## src/rtl/irrigation_scheduler_if.sv

```systemverilog
// Sensor and actuator bundle of the irrigation scheduler.
// All signals are plain levels: there is no valid/ready handshake. Sensors are
// sampled every cycle and actuator outputs hold their value until they change.
// Optional port run_count exists only when CYCLE_COUNT_EN is defined.
interface irrigation_scheduler_if;
    logic       H;
    logic       M;
    logic       L;
    logic       Us;
    logic       Ua;
    logic       Key_Ad;
    logic       Bs;
    logic       Vs;
    logic       Ve;
    logic       Ad;
    logic       Al;
    logic       E;
    logic [2:0] state;
`ifdef CYCLE_COUNT_EN
    logic [7:0] run_count;
`endif

    // Scheduler side: reads sensors, drives actuators and the debug state.
    modport slave (
        input  H, M, L, Us, Ua, Key_Ad,
`ifdef CYCLE_COUNT_EN
        output run_count,
`endif
        output Bs, Vs, Ve, Ad, Al, E, state
    );

    // Environment side: drives sensors, observes actuators.
    modport master (
        output H, M, L, Us, Ua, Key_Ad,
`ifdef CYCLE_COUNT_EN
        input  run_count,
`endif
        input  Bs, Vs, Ve, Ad, Al, E, state
    );
endinterface

```

## src/rtl/irrigation_scheduler.sv

```systemverilog
// Irrigation scheduler: synchronises and debounces the tank level sensors,
// drives the fill valve with hysteresis and shares the tank between sprinkler,
// drip line and agrodefensive dosing with a tick-timed FSM.
// Optional macro CYCLE_COUNT_EN adds a saturating run_count of completed runs.
module irrigation_scheduler #(
    parameter int CLK_DIV   = 50000,
    parameter int DEBOUNCE  = 4,
    parameter int MIN_RUN   = 10,
    parameter int MAX_RUN   = 60,
    parameter int DOSE_TIME = 5
) (
    input  logic                   clock,
    input  logic                   reset_n,
    irrigation_scheduler_if.slave  bus
);
    localparam int PW = (CLK_DIV > 1) ? $clog2(CLK_DIV) : 1;
    localparam int DW = $clog2(DEBOUNCE + 1);
    localparam int TW = 8;

    typedef enum logic [2:0] {
        ST_IDLE     = 3'd0,
        ST_SPRINKLE = 3'd1,
        ST_DRIP     = 3'd2,
        ST_DOSE     = 3'd3,
        ST_REST     = 3'd4,
        ST_HOLD     = 3'd5
    } state_e;

    logic [5:0]    sync1_q, sync2_q;
    logic [PW-1:0] pre_q;
    logic          tick;
    logic [2:0]    cand_q, level_q;
    logic [DW-1:0] db_cnt_q;
    logic          al_q, e_q, ve_q;
    logic          bs_q, vs_q, ad_q;
    logic          dose_q, dose_d, dose_clr;
    state_e        state_q, state_d;
    logic [TW-1:0] timer_q, timer_d;

    logic [2:0] lvl_s;
    logic       us_s, ua_s, key_s;
    logic       lvl_empty, lvl_low, lvl_mid, lvl_full, lvl_err;
    logic       spr_req, drip_req, run_done;

    assign lvl_s = sync2_q[5:3];
    assign us_s  = sync2_q[2];
    assign ua_s  = sync2_q[1];
    assign key_s = sync2_q[0];

    // Two-flop synchronisers for every raw sensor and the dose key.
    always_ff @(posedge clock or negedge reset_n) begin
        if (!reset_n) begin
            sync1_q <= '0;
            sync2_q <= '0;
        end else begin
            sync1_q <= {bus.H, bus.M, bus.L, bus.Us, bus.Ua, bus.Key_Ad};
            sync2_q <= sync1_q;
        end
    end

    // Prescaler producing a one-cycle tick every CLK_DIV cycles.
    assign tick = (pre_q == PW'(CLK_DIV - 1));
    always_ff @(posedge clock or negedge reset_n) begin
        if (!reset_n) pre_q <= '0;
        else          pre_q <= tick ? '0 : pre_q + 1'b1;
    end

    // Level debounce: a pattern is accepted after DEBOUNCE stable ticks.
    always_ff @(posedge clock or negedge reset_n) begin
        if (!reset_n) begin
            cand_q   <= '0;
            db_cnt_q <= '0;
            level_q  <= '0;
        end else begin
            if (lvl_s != cand_q) begin
                cand_q   <= lvl_s;
                db_cnt_q <= '0;
            end else if (tick && db_cnt_q != DW'(DEBOUNCE)) begin
                db_cnt_q <= db_cnt_q + 1'b1;
            end
            if (db_cnt_q == DW'(DEBOUNCE)) level_q <= cand_q;
        end
    end

    assign lvl_empty = (level_q == 3'b000);
    assign lvl_low   = (level_q == 3'b001);
    assign lvl_mid   = (level_q == 3'b011);
    assign lvl_full  = (level_q == 3'b111);
    assign lvl_err   = ~(lvl_empty | lvl_low | lvl_mid | lvl_full);

    // Alarm, sensor error and fill valve with hysteresis (mid holds Ve).
    always_ff @(posedge clock or negedge reset_n) begin
        if (!reset_n) begin
            al_q <= 1'b1;
            e_q  <= 1'b0;
            ve_q <= 1'b0;
        end else begin
            al_q <= lvl_empty | lvl_err;
            e_q  <= lvl_err;
            if (lvl_empty | lvl_low)     ve_q <= 1'b1;
            else if (lvl_full | lvl_err) ve_q <= 1'b0;
        end
    end

    assign spr_req  = ~us_s & ~ua_s;
    assign drip_req = ~us_s & ua_s;
    assign run_done = (us_s && timer_q >= TW'(MIN_RUN)) || (timer_q == TW'(MAX_RUN));

    // Next-state logic; the alarm always pre-empts a timed exit.
    always_comb begin
        state_d  = state_q;
        dose_clr = 1'b0;
        case (state_q)
            ST_IDLE: begin
                if (al_q)          state_d = ST_HOLD;
                else if (spr_req)  state_d = ST_SPRINKLE;
                else if (drip_req) state_d = ST_DRIP;
            end
            ST_SPRINKLE: begin
                if (al_q)          state_d = ST_HOLD;
                else if (run_done) state_d = dose_q ? ST_DOSE : ST_REST;
            end
            ST_DRIP: begin
                if (al_q)          state_d = ST_HOLD;
                else if (run_done) state_d = ST_REST;
            end
            ST_DOSE: begin
                if (al_q) begin
                    state_d = ST_HOLD;
                end else if (timer_q == TW'(DOSE_TIME)) begin
                    state_d  = ST_REST;
                    dose_clr = 1'b1;
                end
            end
            ST_REST: begin
                if (timer_q == TW'(MIN_RUN)) state_d = ST_IDLE;
            end
            ST_HOLD: begin
                if (!al_q) state_d = ST_REST;
            end
            default: state_d = ST_IDLE;
        endcase
    end

    // State timer restarts on every state change and counts ticks (saturating).
    always_comb begin
        timer_d = timer_q;
        if (state_d != state_q)           timer_d = '0;
        else if (tick && timer_q != '1)   timer_d = timer_q + 1'b1;
    end

    // Dose request latch: a new request wins over the clear on leaving DOSE.
    always_comb begin
        dose_d = dose_q;
        if (key_s)         dose_d = 1'b1;
        else if (dose_clr) dose_d = 1'b0;
    end

    // FSM, timer, dose latch and valve registers (valves lag the state by one cycle).
    always_ff @(posedge clock or negedge reset_n) begin
        if (!reset_n) begin
            state_q <= ST_IDLE;
            timer_q <= '0;
            dose_q  <= 1'b0;
            bs_q    <= 1'b0;
            vs_q    <= 1'b0;
            ad_q    <= 1'b0;
        end else begin
            state_q <= state_d;
            timer_q <= timer_d;
            dose_q  <= dose_d;
            bs_q    <= (state_q == ST_SPRINKLE) || (state_q == ST_DOSE);
            vs_q    <= (state_q == ST_DRIP);
            ad_q    <= (state_q == ST_DOSE);
        end
    end

`ifdef CYCLE_COUNT_EN
    logic [7:0] run_count_q;
    logic       normal_exit;

    assign normal_exit = ((state_q == ST_SPRINKLE) || (state_q == ST_DRIP)) &&
                         (state_d != state_q) && (state_d != ST_HOLD);

    // Completed-run counter, saturating at 255; alarm aborts are not counted.
    always_ff @(posedge clock or negedge reset_n) begin
        if (!reset_n)                             run_count_q <= '0;
        else if (normal_exit && run_count_q != '1) run_count_q <= run_count_q + 1'b1;
    end

    assign bus.run_count = run_count_q;
`endif

    assign bus.Bs    = bs_q;
    assign bus.Vs    = vs_q;
    assign bus.Ve    = ve_q;
    assign bus.Ad    = ad_q;
    assign bus.Al    = al_q;
    assign bus.E     = e_q;
    assign bus.state = state_q;
endmodule

```

## src/flat_wrapper.sv

```systemverilog
// flat-port wrapper written by rule: the top's interface ports become plain ports
module irrigation_scheduler_flat 
#(
    parameter int CLK_DIV   = 50000,
    parameter int DEBOUNCE  = 4,
    parameter int MIN_RUN   = 10,
    parameter int MAX_RUN   = 60,
    parameter int DOSE_TIME = 5
)
  (clock, reset_n, bus_H, bus_M, bus_L, bus_Us, bus_Ua, bus_Key_Ad, bus_Bs, bus_Vs, bus_Ve, bus_Ad, bus_Al, bus_E, bus_state);
  irrigation_scheduler_if bus_i ();
  input  logic clock;
  input  logic reset_n;
  input wire logic [$bits(bus_i.H)-1:0] bus_H;
  input wire logic [$bits(bus_i.M)-1:0] bus_M;
  input wire logic [$bits(bus_i.L)-1:0] bus_L;
  input wire logic [$bits(bus_i.Us)-1:0] bus_Us;
  input wire logic [$bits(bus_i.Ua)-1:0] bus_Ua;
  input wire logic [$bits(bus_i.Key_Ad)-1:0] bus_Key_Ad;
  output wire logic [$bits(bus_i.Bs)-1:0] bus_Bs;
  output wire logic [$bits(bus_i.Vs)-1:0] bus_Vs;
  output wire logic [$bits(bus_i.Ve)-1:0] bus_Ve;
  output wire logic [$bits(bus_i.Ad)-1:0] bus_Ad;
  output wire logic [$bits(bus_i.Al)-1:0] bus_Al;
  output wire logic [$bits(bus_i.E)-1:0] bus_E;
  output wire logic [$bits(bus_i.state)-1:0] bus_state;
  assign bus_i.H = bus_H;
  assign bus_i.M = bus_M;
  assign bus_i.L = bus_L;
  assign bus_i.Us = bus_Us;
  assign bus_i.Ua = bus_Ua;
  assign bus_i.Key_Ad = bus_Key_Ad;
  assign bus_Bs = bus_i.Bs;
  assign bus_Vs = bus_i.Vs;
  assign bus_Ve = bus_i.Ve;
  assign bus_Ad = bus_i.Ad;
  assign bus_Al = bus_i.Al;
  assign bus_E = bus_i.E;
  assign bus_state = bus_i.state;
  irrigation_scheduler #(.CLK_DIV(CLK_DIV), .DEBOUNCE(DEBOUNCE), .MIN_RUN(MIN_RUN), .MAX_RUN(MAX_RUN), .DOSE_TIME(DOSE_TIME)) u_core (.clock(clock), .reset_n(reset_n), .bus(bus_i));
endmodule
```

## config.mk

```make
export PLATFORM = sky130hd
export DESIGN_NAME = irrigation_scheduler_flat
export DESIGN_NICKNAME = d
export VERILOG_FILES = /design/src/rtl/irrigation_scheduler_if.sv /design/src/rtl/irrigation_scheduler.sv /design/src/flat_wrapper.sv
export SDC_FILE = /design/constraint.sdc
export NUM_CORES = 1
export LEC_CHECK = 0
export CELL_PAD_IN_SITES_DETAIL_PLACEMENT = 0
export CELL_PAD_IN_SITES_GLOBAL_PLACEMENT = 1
export CORE_AREA = 2 2 77 79
export CTS_CLUSTER_SIZE = 30
export DETAILED_ROUTE_END_ITERATION = 8
export DIE_AREA = 0 0 79 81
export GPL_ROUTABILITY_DRIVEN = 0
export PLACE_DENSITY_LB_ADDON = 0.08
export SYNTH_ARGS = -nofsm -noshare
export SYNTH_HDL_FRONTEND = slang
export SYNTH_SLANG_ARGS = --single-unit
export TNS_END_PERCENT = 50
```

## constraint.sdc

```tcl
create_clock -name clock -period 2.1 [get_ports clock]
set_input_delay 0.42 -clock clock [delete_from_list [all_inputs] [get_ports clock]]
set_output_delay 0.42 -clock clock [all_outputs]
set_load 0.005 [all_outputs]
```

Word level (Yosys, flattened, before mapping). Cells that the tools add are included.

$add $sub $neg: 3. Eq/ne operators: 17. Mux-type cells: 25. Bitwise operators: 10. Order comparisons: 1. Reductions and logical operators: 11.

Operator list (number): 3-bit 2-to-1 mux (14); 3-bit one-hot mux with 6 select lines (1); 16-bit by 1-bit adder with 16-bit output (second input constant) (1); 16-bit == test (second input constant) (1); 16-bit 2-to-1 mux (1); 8-bit 2-to-1 mux (2); 3-bit == test (second input constant) (4); 3-bit by 2-bit == test with 1-bit output (second input constant) (3); 8-bit by 1-bit adder with 8-bit output (second input constant) (1); 8-bit by 3-bit == test with 1-bit output (second input constant) (1); 8-bit by 4-bit == test with 1-bit output (second input constant) (1); 8-bit by 6-bit == test with 1-bit output (second input constant) (1); 8-bit by 4-bit greater-or-equal comparator with 1-bit output (second input constant) (1); 8-bit != test (second input constant) (1); 2-bit nonzero test (4); 1-bit 2-to-1 mux (7); 3-bit by 1-bit == test with 1-bit output (second input constant) (2); 3-bit logical NOT (2); 3-bit != test (2); 1-bit bitwise OR (5); 3-bit by 1-bit adder with 3-bit output (second input constant) (1); 1-bit logical AND (3); 3-bit != test (second input constant) (1); 1-bit NOT (3); other kinds (2) (4).

Output and inout bits: 9. Register bits: 55. Input bits: 8.

Logic depth before layout (Yosys ltp).
Word-level depth: 8. Mapped depth: 8. Mapped depth without buffers: 8.

Worst setup path after synthesis. Ideal clock, no wire load.

Path kind: reg-to-reg. Start point: register u_core.timer_q[6]. End point: register u_core.timer_q[0]. Clock period less this slack: 1864 ps. Setup time: 126 ps. Slack: 236 ps. Cell stages (with the launch flop): 7. Data arrival time: 1738 ps. Path through: dfrtp_1 > nor4_4 > and4_1 > o21ai_2 > o311a_1 > o21ai_4 > nor2_1.

Word-level cells in the longest chain between the ends: 8.

Ends and longest elaborated chain: start: declaration (line irrigation_scheduler.sv:38) `logic [TW-1:0] timer_q, timer_d;`; start signal: assignment (line irrigation_scheduler.sv:170) `timer_q <= timer_d;`; 8-bit by 4-bit greater-or-equal comparator with 1-bit output (line irrigation_scheduler.sv:107) `assign run_done = (us_s && timer_q >= TW'(MIN_RUN)) || (timer_q == TW'(MAX_RUN));`; 1-bit logical AND (line irrigation_scheduler.sv:107); 1-bit logical OR (line irrigation_scheduler.sv:107); 3-bit 2-to-1 mux (on tied branches) (line irrigation_scheduler.sv:125, irrigation_scheduler.sv:121); 3-bit 2-to-1 mux (on tied branches) (line irrigation_scheduler.sv:124, irrigation_scheduler.sv:120); 3-bit one-hot mux with 6 select lines (line irrigation_scheduler.sv:113) `case (state_q)`; 3-bit != test (line irrigation_scheduler.sv:148) `if (state_d != state_q) timer_d = '0;`; 8-bit 2-to-1 mux or 2-bit nonzero test (tied branches).

Several ways; a longest one is shown, not always the timed one. A chain may end at the register's enable or synchronous reset.

Final worst setup path.
Start point: register u_core.timer_q[0]. End point: register u_core.timer_q[1].

The elaborated chain is that of the path after synthesis.

==> results.toml <==
[place]
dp_hpwl_mm = 3.24
portBuffers = 16
place_area_mm2 = 0.00286
dpl_worst_slack_ns = 0.111

[synthesis]
synth-xor-area-share = 0.0860
yosysWarnings = 0
syn_nets = 242
postSynthCellCount = 227
synth.avg_cell_area_um2 = 11.2
synth_edf_count = 0
netlist-cell-type-count = 53
synthSimpleGateAreaFrac = 0.203
synth_top_family_by_area = "simple AND/OR/NAND/NOR gates"
synthAdderAreaFrac = 0.0344
ys.flop_type = "dfrtp_1"
synth-seq-area-share = 0.541
ys_ff_latch = 55
syn-cell-area_mm2 = 0.00255
async_flop_share = 1.00
muxShareOfSynthArea = 0.0211
synth_compound_area_frac = 0.0835

[cts]
cts_root_buffer = "clkbuf_8"
clock_latency_ns = 0.30
cts_hold_buf = 0
clockBufferDepth = 2
clk_pin_slew_ns = 0.10
clock-sinks = 55
htreeDepth = 2
cts_tree = "yes"
numCtsBuffers = 5

[grt]
grt_pass1_vias = 1678
antenna_found_initial = 0
grt_max_degree = 38
overflow = 0
track_usage = 0.158
grt_pass1_wl_mm = 7.87

[drt]
routedWlPerCell_um = 13.3
vias_per_cell = 5.06
ant_nets = 0
drt-pass1-iter-count = 4
drt-initial-drc-count = 33
drc = 0
wl_mm = 4.45
vias = 1696

[flow_run]
maxCapViolCount = 0

[setup_path]
path_buf_inv = 2
cp-start-kind = "flop"
cp_cell_sequence = "inv_1 > ha_1 > nor4bb_1 > a211oi_1 > buf_4 > o31a_1 > o21ai_4 > nor2_1"
cp.arrival_ns = 2.14
crit_fanout = 8
cpMaxStageDelayCell = "dfrtp_2"
cpLargestDelayFamily = "compound AO/OA/AOI/OAI gates"
crit_type = "reg -> reg"
cpPeakStageDelay_ns = 0.46
endpoint_kind = "flop"
cp_data_required_time_ns = 2.29

[pwr]
power_density_mw_per_mm2 = 562
p_leak_nw = 1.36
ir_worst_vdd_mv = 0.376

[timing]
max_slew_margin = 0.660
hold_ws_ns = 0.0784
fin_skew_ns = 0.00769
hold_viol = 0
worst_slew_pin_slew_ns = 0.510
grt_setup_unrepaired = "true"
period_minus_slack_ns = 1.96
max_freq_mhz = 511
fin_crit_sh = 0.932
finalSetupViolations = 0
drv_slew = 0
setup_slack_ns = 0.143

[die]
die_x_um = 79
floorplan.core_area_mm2 = 0.00568
row_count = 28
die_area_mm2 = 0.00640
initial_core_util = 0.449
ioPinCount = 17
dieHeight_um = 81

[worst_hold_path]
hold_class = "in -> async"

[finish]
final_common_cell = "dfrtp_1"
final_cell_area_mm2 = 0.00299
drive_gt1_frac = 0.185
nNetsFinal = 274
layout_common_cells = "dfrtp_1 (49), nor2_1 (25), nand2_1 (15), clkdlybuf4s50_1 (15), buf_4 (15)"
area_delta_synth_final_pct = 17.2
antenna_cells = 0

[run_status]
status = "complete, no violations"
## cells by family after synthesis
logic type / Yosys count
and+or+nand+nor: 93
DFF: 55
AOI/OAI and AO/OA: 26
xor gates and xnor gates: 25
buffers and inverters: 16
adders and majority gates: 7
muxes: 5
## final cells by class
cell class	count	area, um^2
clock buffer	6	72.6
clock inverter	2	12.5
fill	528	2690
inverter	9	33.8
multi-input combinational	156	1100
sequential	55	1380
tap	75	93.8
timing repair buffer	32	288
## registers in the layout (all words and copies together) (netlist names)
register / count
u_core.bus.Ad: 1
u_core.bus.Al: 1
u_core.bus.Bs: 1
u_core.bus.E: 1
u_core.bus.Ve: 1
u_core.bus.Vs: 1
u_core.bus.state: 3
u_core.cand_q: 3
u_core.db_cnt_q: 3
u_core.dose_q: 1
u_core.level_q: 3
u_core.pre_q: 16
u_core.sync1_q: 6
u_core.sync2_q: 6
u_core.timer_q: 8
## through the flow
stage	total power [mW]	util	std cells	setup TNS, ns
finish	1.68	0.526	335	0
global route	1.76	0.526	335	-0.00836
CTS	1.71	0.519	332	0
detailed placement	1.15	0.504	324	0
global placement	1.15	0.504	324	0
floorplan	1.11	-	227	0
## cell usage after synthesis, types with 4 or more instances
cell type,number,area share
nor3_1,7,0.014
ha_1,7,0.034
a21oi_1,6,0.012
o21ai_0,4,0.0079
dfrtp_1,54,0.53
nand3_1,8,0.016
xor2_1,11,0.038
and3_1,9,0.022
xnor2_1,14,0.048
nor2_1,25,0.037
nand2_1,15,0.022
inv_1,9,0.013
## where the power goes
part | total, mW | internal (mW) | switching [mW]
logic | 0.0454 | 0.0192 | 0.0262
registers | 1.08 | 1.07 | 0.00734
clock network | 0.554 | 0.234 | 0.321
## final timing paths
path,start,endpoint,slack [ns],depth (start not counted)
min in group clock,u_core.sync1_q[0],u_core.sync2_q[0],0.36,0
worst min-delay path,reset_n,u_core.bus.state[0],0.08,1
worst max-delay path,u_core.timer_q[0],u_core.timer_q[1],0.14,8
worst max register to register,u_core.timer_q[0],u_core.timer_q[1],0.14,8
worst min register to register,u_core.sync1_q[0],u_core.sync2_q[0],0.36,0
max in group asynchronous,reset_n,u_core.bus.Al,1.40,2
## layer usage
metal | track usage | share of wire
met1 | 0.214 | 0.49
met2 | 0.253 | 0.47
met3 | 0.0333 | 0.028
met4 | 0.0569 | 0.014
met5 | 0 | 0
## timing repair
| item | 4_1_cts | 5_1_grt |
|---|---|---|
| buffers inserted | 0 | 3 |
| endpoints found under the setup margin | 0 | 11 |
| gates resized for setup | 0 | 7 |
Note: power is estimated with default switching activity, not from simulation.
